$ cat config.mk
export PLATFORM = sky130hd
export DESIGN_NAME = stencil_window_linebuf_ub
export DESIGN_NICKNAME = d
export VERILOG_FILES = /design/src/rtl/stencil_window_linebuf_ub.sv
export SDC_FILE = /design/constraint.sdc
export NUM_CORES = 2
export LEC_CHECK = 0
export CAP_MARGIN = 20
export CORE_UTILIZATION = 45
export CTS_CLUSTER_DIAMETER = 60
export DETAILED_ROUTE_END_ITERATION = 10
export PLACE_DENSITY_LB_ADDON = 0.05
export SETUP_SLACK_MARGIN = 0.02
export SYNTH_ARGS = -nofsm -noshare
export SYNTH_HDL_FRONTEND = slang
export SYNTH_SLANG_ARGS = --single-unit
$ cat constraint.sdc
create_clock -name clk -period 15 [get_ports clk]
set_clock_uncertainty 0.2 [all_clocks]
set_input_delay 2.25 -clock clk [delete_from_list [all_inputs] [get_ports clk]]
set_output_delay 2.25 -clock clk [all_outputs]
set_load 0.05 [all_outputs]
$ cat src/rtl/stencil_window_linebuf_ub.sv
// Raster-order line buffer emitting a KH x KW window per pixel; one registered output stage (1-cycle latency).
// Backpressure: in_ready drops while a held window is not taken; a stall freezes all state.
module stencil_window_linebuf_ub #(
  parameter int DATA_W = 16,
  parameter int IMG_W  = 64,
  parameter int IMG_H  = 64,
  parameter int KW     = 3,
  parameter int KH     = 3
) (
  input  logic                       clk,
  input  logic                       rst,
  input  logic                       flush,
  input  logic                       in_valid,
  output logic                       in_ready,
  input  logic [DATA_W-1:0]          in_data,
  output logic                       out_valid,
  input  logic                       out_ready,
  output logic [KH*KW*DATA_W-1:0]    out_data,
  output logic [15:0]                out_x,
  output logic [15:0]                out_y,
  output logic                       out_last
);

  localparam int CW = (IMG_W > 1) ? $clog2(IMG_W) : 1;
  localparam int RW = (IMG_H > 1) ? $clog2(IMG_H) : 1;
  localparam logic [CW-1:0] COL_LAST = CW'(IMG_W - 1);
  localparam logic [RW-1:0] ROW_LAST = RW'(IMG_H - 1);

  logic [CW-1:0]              col_q, col_d;
  logic [RW-1:0]              row_q, row_d;
  logic                       out_valid_q, out_valid_d;
  logic                       out_last_q, out_last_d;
  logic [KH*KW*DATA_W-1:0]    out_data_q, out_data_d;
  logic [15:0]                out_x_q, out_x_d;
  logic [15:0]                out_y_q, out_y_d;
  logic [DATA_W-1:0]          win_q [KH][KW];
  logic [DATA_W-1:0]          win_d [KH][KW];
  logic [DATA_W-1:0]          v [KH];
  logic                       accept;
  logic                       take;
  logic                       qual;

  assign in_ready = ~rst & (~out_valid_q | out_ready);
  assign accept   = in_valid & in_ready;
  // flush wins over accept: the pixel on a flush edge never touches any state
  assign take     = accept & ~flush;
  assign qual     = (int'(col_q) >= KW - 1) && (int'(row_q) >= KH - 1);

  generate
    if (KH > 1) begin : g_lb
      logic [DATA_W-1:0] lb_mem [KH-1][IMG_W];

      always_ff @(posedge clk) begin
        if (take) begin
          for (int r = 0; r < KH - 2; r++) begin
            lb_mem[r][col_q] <= lb_mem[r+1][col_q];
          end
          lb_mem[KH-2][col_q] <= in_data;
        end
      end

      always_comb begin
        for (int r = 0; r < KH - 1; r++) begin
          v[r] = lb_mem[r][col_q];
        end
        v[KH-1] = in_data;
      end
    end else begin : g_no_lb
      assign v[0] = in_data;
    end
  endgenerate

  always_comb begin
    col_d = col_q;
    row_d = row_q;
    if (flush) begin
      col_d = '0;
      row_d = '0;
    end else if (accept) begin
      if (col_q == COL_LAST) begin
        col_d = '0;
        row_d = (row_q == ROW_LAST) ? '0 : row_q + 1'b1;
      end else begin
        col_d = col_q + 1'b1;
      end
    end
  end

  always_comb begin
    win_d = win_q;
    if (take) begin
      for (int r = 0; r < KH; r++) begin
        for (int c = 0; c < KW - 1; c++) begin
          win_d[r][c] = win_q[r][c+1];
        end
        win_d[r][KW-1] = v[r];
      end
    end
  end

  always_comb begin
    out_valid_d = out_valid_q;
    out_last_d  = out_last_q;
    out_data_d  = out_data_q;
    out_x_d     = out_x_q;
    out_y_d     = out_y_q;
    if (flush) begin
      out_valid_d = 1'b0;
      out_last_d  = 1'b0;
    end else if (take && qual) begin
      out_valid_d = 1'b1;
      out_last_d  = (col_q == COL_LAST) && (row_q == ROW_LAST);
      out_x_d     = 16'(col_q) - 16'(KW - 1);
      out_y_d     = 16'(row_q) - 16'(KH - 1);
      for (int r = 0; r < KH; r++) begin
        for (int c = 0; c < KW; c++) begin
          out_data_d[(r*KW+c)*DATA_W +: DATA_W] = win_d[r][c];
        end
      end
    end else if (out_valid_q && out_ready) begin
      out_valid_d = 1'b0;
      out_last_d  = 1'b0;
    end
  end

  always_ff @(posedge clk or posedge rst) begin
    if (rst) begin
      col_q       <= '0;
      row_q       <= '0;
      out_valid_q <= 1'b0;
      out_last_q  <= 1'b0;
      out_data_q  <= '0;
      out_x_q     <= '0;
      out_y_q     <= '0;
      for (int r = 0; r < KH; r++) begin
        for (int c = 0; c < KW; c++) begin
          win_q[r][c] <= '0;
        end
      end
    end else begin
      col_q       <= col_d;
      row_q       <= row_d;
      out_valid_q <= out_valid_d;
      out_last_q  <= out_last_d;
      out_data_q  <= out_data_d;
      out_x_q     <= out_x_d;
      out_y_q     <= out_y_d;
      win_q       <= win_d;
    end
  end

  assign out_valid = out_valid_q;
  assign out_last  = out_last_q;
  assign out_data  = out_data_q;
  assign out_x     = out_x_q;
  assign out_y     = out_y_q;

endmodule

==> impl_results.md <==
* Core Region at 0.200 mm^2
* GRT Total Usage at 26.4%
* Largest net degree at the start of global routing at 154
* Filler cell count in the final layout at 15965
* Area Growth Syn to Fin at 15.8%
* CP Capture Type: flip-flop
* Startpoint Class: flip-flop
* Part of the power in registers at 50.8%
* Syn avg cell area at 19.3 um^2
* Yosys cell types at 69
* Initial antenna violation count at 20
* Worst hold slack at 266 ps
* Sink Count at 2364
* Routed WL at 269 mm
* Initial core utilization at 45.5%
* Worst setup path end: g_lb.lb_mem[0][677]
* CTS Hold Bufs at 0
* Post-Synthesis Net Count at 4736
* Post-Syn Area at 0.0910 mm^2
* CP Launch Point: col_q[0]
* Comb pwr share at 6.7%
* Total CTS buffers at 274
* Number of global-route vias before repair at 46609
* Max Cap Viol at 0
* Final setup fails at 0
* Crit path arrival time at 6730 ps
* Relative slew slack at 7.23%
* Via density at 5.93
* R2R Path Start: col_q[0]
* Most common cell in the netlist: edfxtp_1
* Nets at 5119
* First-pass GRT wire length at 374 mm
* Post-synth top cells: edfxtp_1, nand2_1, mux4_2, mux2i_1, dfrtp_1
* Area contributors post-synth: edfxtp_1, mux4_2, dfrtp_1, mux2i_1, mux2_2
* Reg-to-Reg End: g_lb.lb_mem[0][677]
* TNS Setup at 0 ps
* Warnings from Yosys at 0
* Async SR Flop Fraction at 13.4%
* Clock power share at 42.5%
* FF+latch count, synth at 2364
* Synth area leader: edfxtp_1
* Final period util at 42.5%
* Post-Route Utilization at 52.7%
* Power density cells at 138 mW/mm^2
* Post-CTS Setup Inserts at 0
* Die Height at 452 um
* Syn Inst Count at 4705
* Clk_lat worst skew at 910 ps
* Required @ worst endpoint at 15360 ps
* Drt drc at 0
* Fin. max-slew vios at 0
* Min cycle time layout at 6370 ps
* Via count at 47062
* CTS resizes at 0
* DR pass1 iterations at 6
* CTS H-tree depth at 5
* Clock tree from TritonCTS: yes
* Post-DP Area at 0.0972 mm^2
* Fin. Hold Viols at 0
* Wirelength per Cell at 33.9 um
* Peak VDD IR at 0.115 mV
* Number of cell rows at 164
* HP Class: reg2reg
* Worst-Margin Slew at 1390 ps
* Switch share at 22.6%
* Register clock-pin slew on the reported worst setup and hold paths at 60 ps
* PnR worst setup slack at 8630 ps
* Leak at 35.4 nW
* Register area share after synthesis at 76.2%
* Internal reg-to-reg setup slack at 8630 ps
* Layout cells sized above 1 at 23.2%
* Fin area at 0.105 mm^2
* IO Pins at 200
* Routability Congestion at 0.865
* Antenna Nets Post-Route at 0
* Die area at 0.204 mm^2
* Status: finished, final reports clean
* Detailed-placement wirelength estimate at 161 mm
* R2R cell count at 10
* DP Worst Slack at 8190 ps
* Fmax at 157 MHz
* EDFF count, synth at 2048
* Post-synth top area share at 67.6%
* Synth Flop Type: edfxtp_1
* Internal at 11.2 mW
* RSZ-0062 raised after global routing: no
* Crit Path Category: reg2reg
* Buffers on Ports at 199
* Die Width at 452 um
* Net Sw Power at 3.29 mW
* Max clock buf depth at 4
* Worst Path Max Fanout at 68
* Total global routing overflow at 0
* CTS Root Cell: clkbuf_16
* DR iter-0 viols at 5777
==> critical path, stage by stage, from the launching register on <==
cell and delay [ps]:
dfrtp_4 740, buf_12 460, buf_4 600, buf_12 520, mux4_2 570, nand2_1 80
nand2_1 180, a2111o_1 600, a22oi_1 540, clkinv_2 690, buf_4 530
==> power by group through the flow <==
stage / combinational [mW] / clock, mW / sequential (mW)
after floorplan: 0.479 / 0 / 7.58
after detailed placement: 0.982 / 0 / 7.51
after CTS: 0.984 / 6.29 / 7.38
after global routing: 1.03 / 6.54 / 7.39
final: 0.976 / 6.17 / 7.38
after global placement: 0.969 / 0 / 7.51
==> logic make-up (layout without fill, tap and decap cells) <==
group / Yosys count / in the layout / share of synthesized area (%)
DFF: 2364 / 2364 / 76.2
muxes: 916 / 916 / 15.7
and+or+nand+nor: 728 / 728 / 3.20
AOI/OAI and AO/OA: 375 / 375 / 2.94
buffers and inverters: 300 / 864 / 1.70
xor gates and xnor gates: 12 / 12 / 0.115
adders and majority gates: 10 / 10 / 0.137
other: 0 / 7 / 0
==> cell type report <==
| type | instances | area [um^2] | area share (%) |
|---|---|---|---|
| Tap cell | 2656 | 3320 | 3.15 |
| Timing Repair Buffer | 390 | 3690 | 3.50 |
| Multi-Input combinational cell | 2041 | 20800 | 19.7 |
| Antenna cell | 7 | 17.5 | 0.0166 |
| Inverter | 17 | 85.1 | 0.0807 |
| Clock inverter | 111 | 827 | 0.784 |
| Sequential cell | 2364 | 69400 | 65.8 |
| Clock buffer | 346 | 7300 | 6.92 |
==> sequential cells by signal (all words and copies together), names as in the netlist <==
register / flops
out_last: 1
out_valid: 1
win_q: 144
out_x: 7
out_data: 144
col_q: 6
out_y: 7
row_q: 6
g_lb.lb_mem: 2048
==> routing by layer <==
| layer | up-vias | share of wire [%] | track usage, % |
|---|---|---|---|
| met2 | 1984 | 45 | 39.5 |
| met1 | 25093 | 44 | 39.1 |
| met3 | 416 | 7.4 | 4.60 |
| met5 | - | 0 | 0 |
| li1 | 19569 | - | - |
| met4 | 0 | 3.7 | 9.12 |
==> layout by cell type, fill, tap and decap left out, types with 17 or more instances in the layout <==
master and n:
nand2_1 518, a21oi_1 44, buf_12 17, o22ai_1 72
buf_2 17, clkinv_1 58, clkbuf_16 281, a221oi_1 32
nor2_4 65, mux4_2 378, mux2i_1 353, buf_4 164
nand3_1 18, o221ai_1 18, clkbuf_1 63, dfrtp_1 310
clkinv_2 38, nor2_1 55, o21ai_0 58, a22oi_1 20
clkdlybuf4s50_1 183, mux2_2 176, edfxtp_1 2048
==> how the worst min path moves through the flow <==
stage / from / to / slack, ps / cells after the start
2_1_floorplan: win_q[128] / win_q[128] / 240 / 2
3_3_place_gp: win_q[43] / win_q[43] / 250 / 2
3_5_place_dp: win_q[36] / win_q[36] / 260 / 2
4_1_cts: win_q[34] / win_q[34] / 270 / 2
5_1_grt: win_q[35] / win_q[35] / 290 / 2
6_report: win_q[34] / win_q[34] / 270 / 2
==> through the flow <==
step,std cells,power (mW)
6_report,7932,14.5
5_1_grt,7926,15.0
4_1_cts,7919,14.7
3_5_place_dp,7462,8.50
3_3_place_gp,7449,8.48
2_1_floorplan,4705,8.06
(Power assumes the default switching activity.)
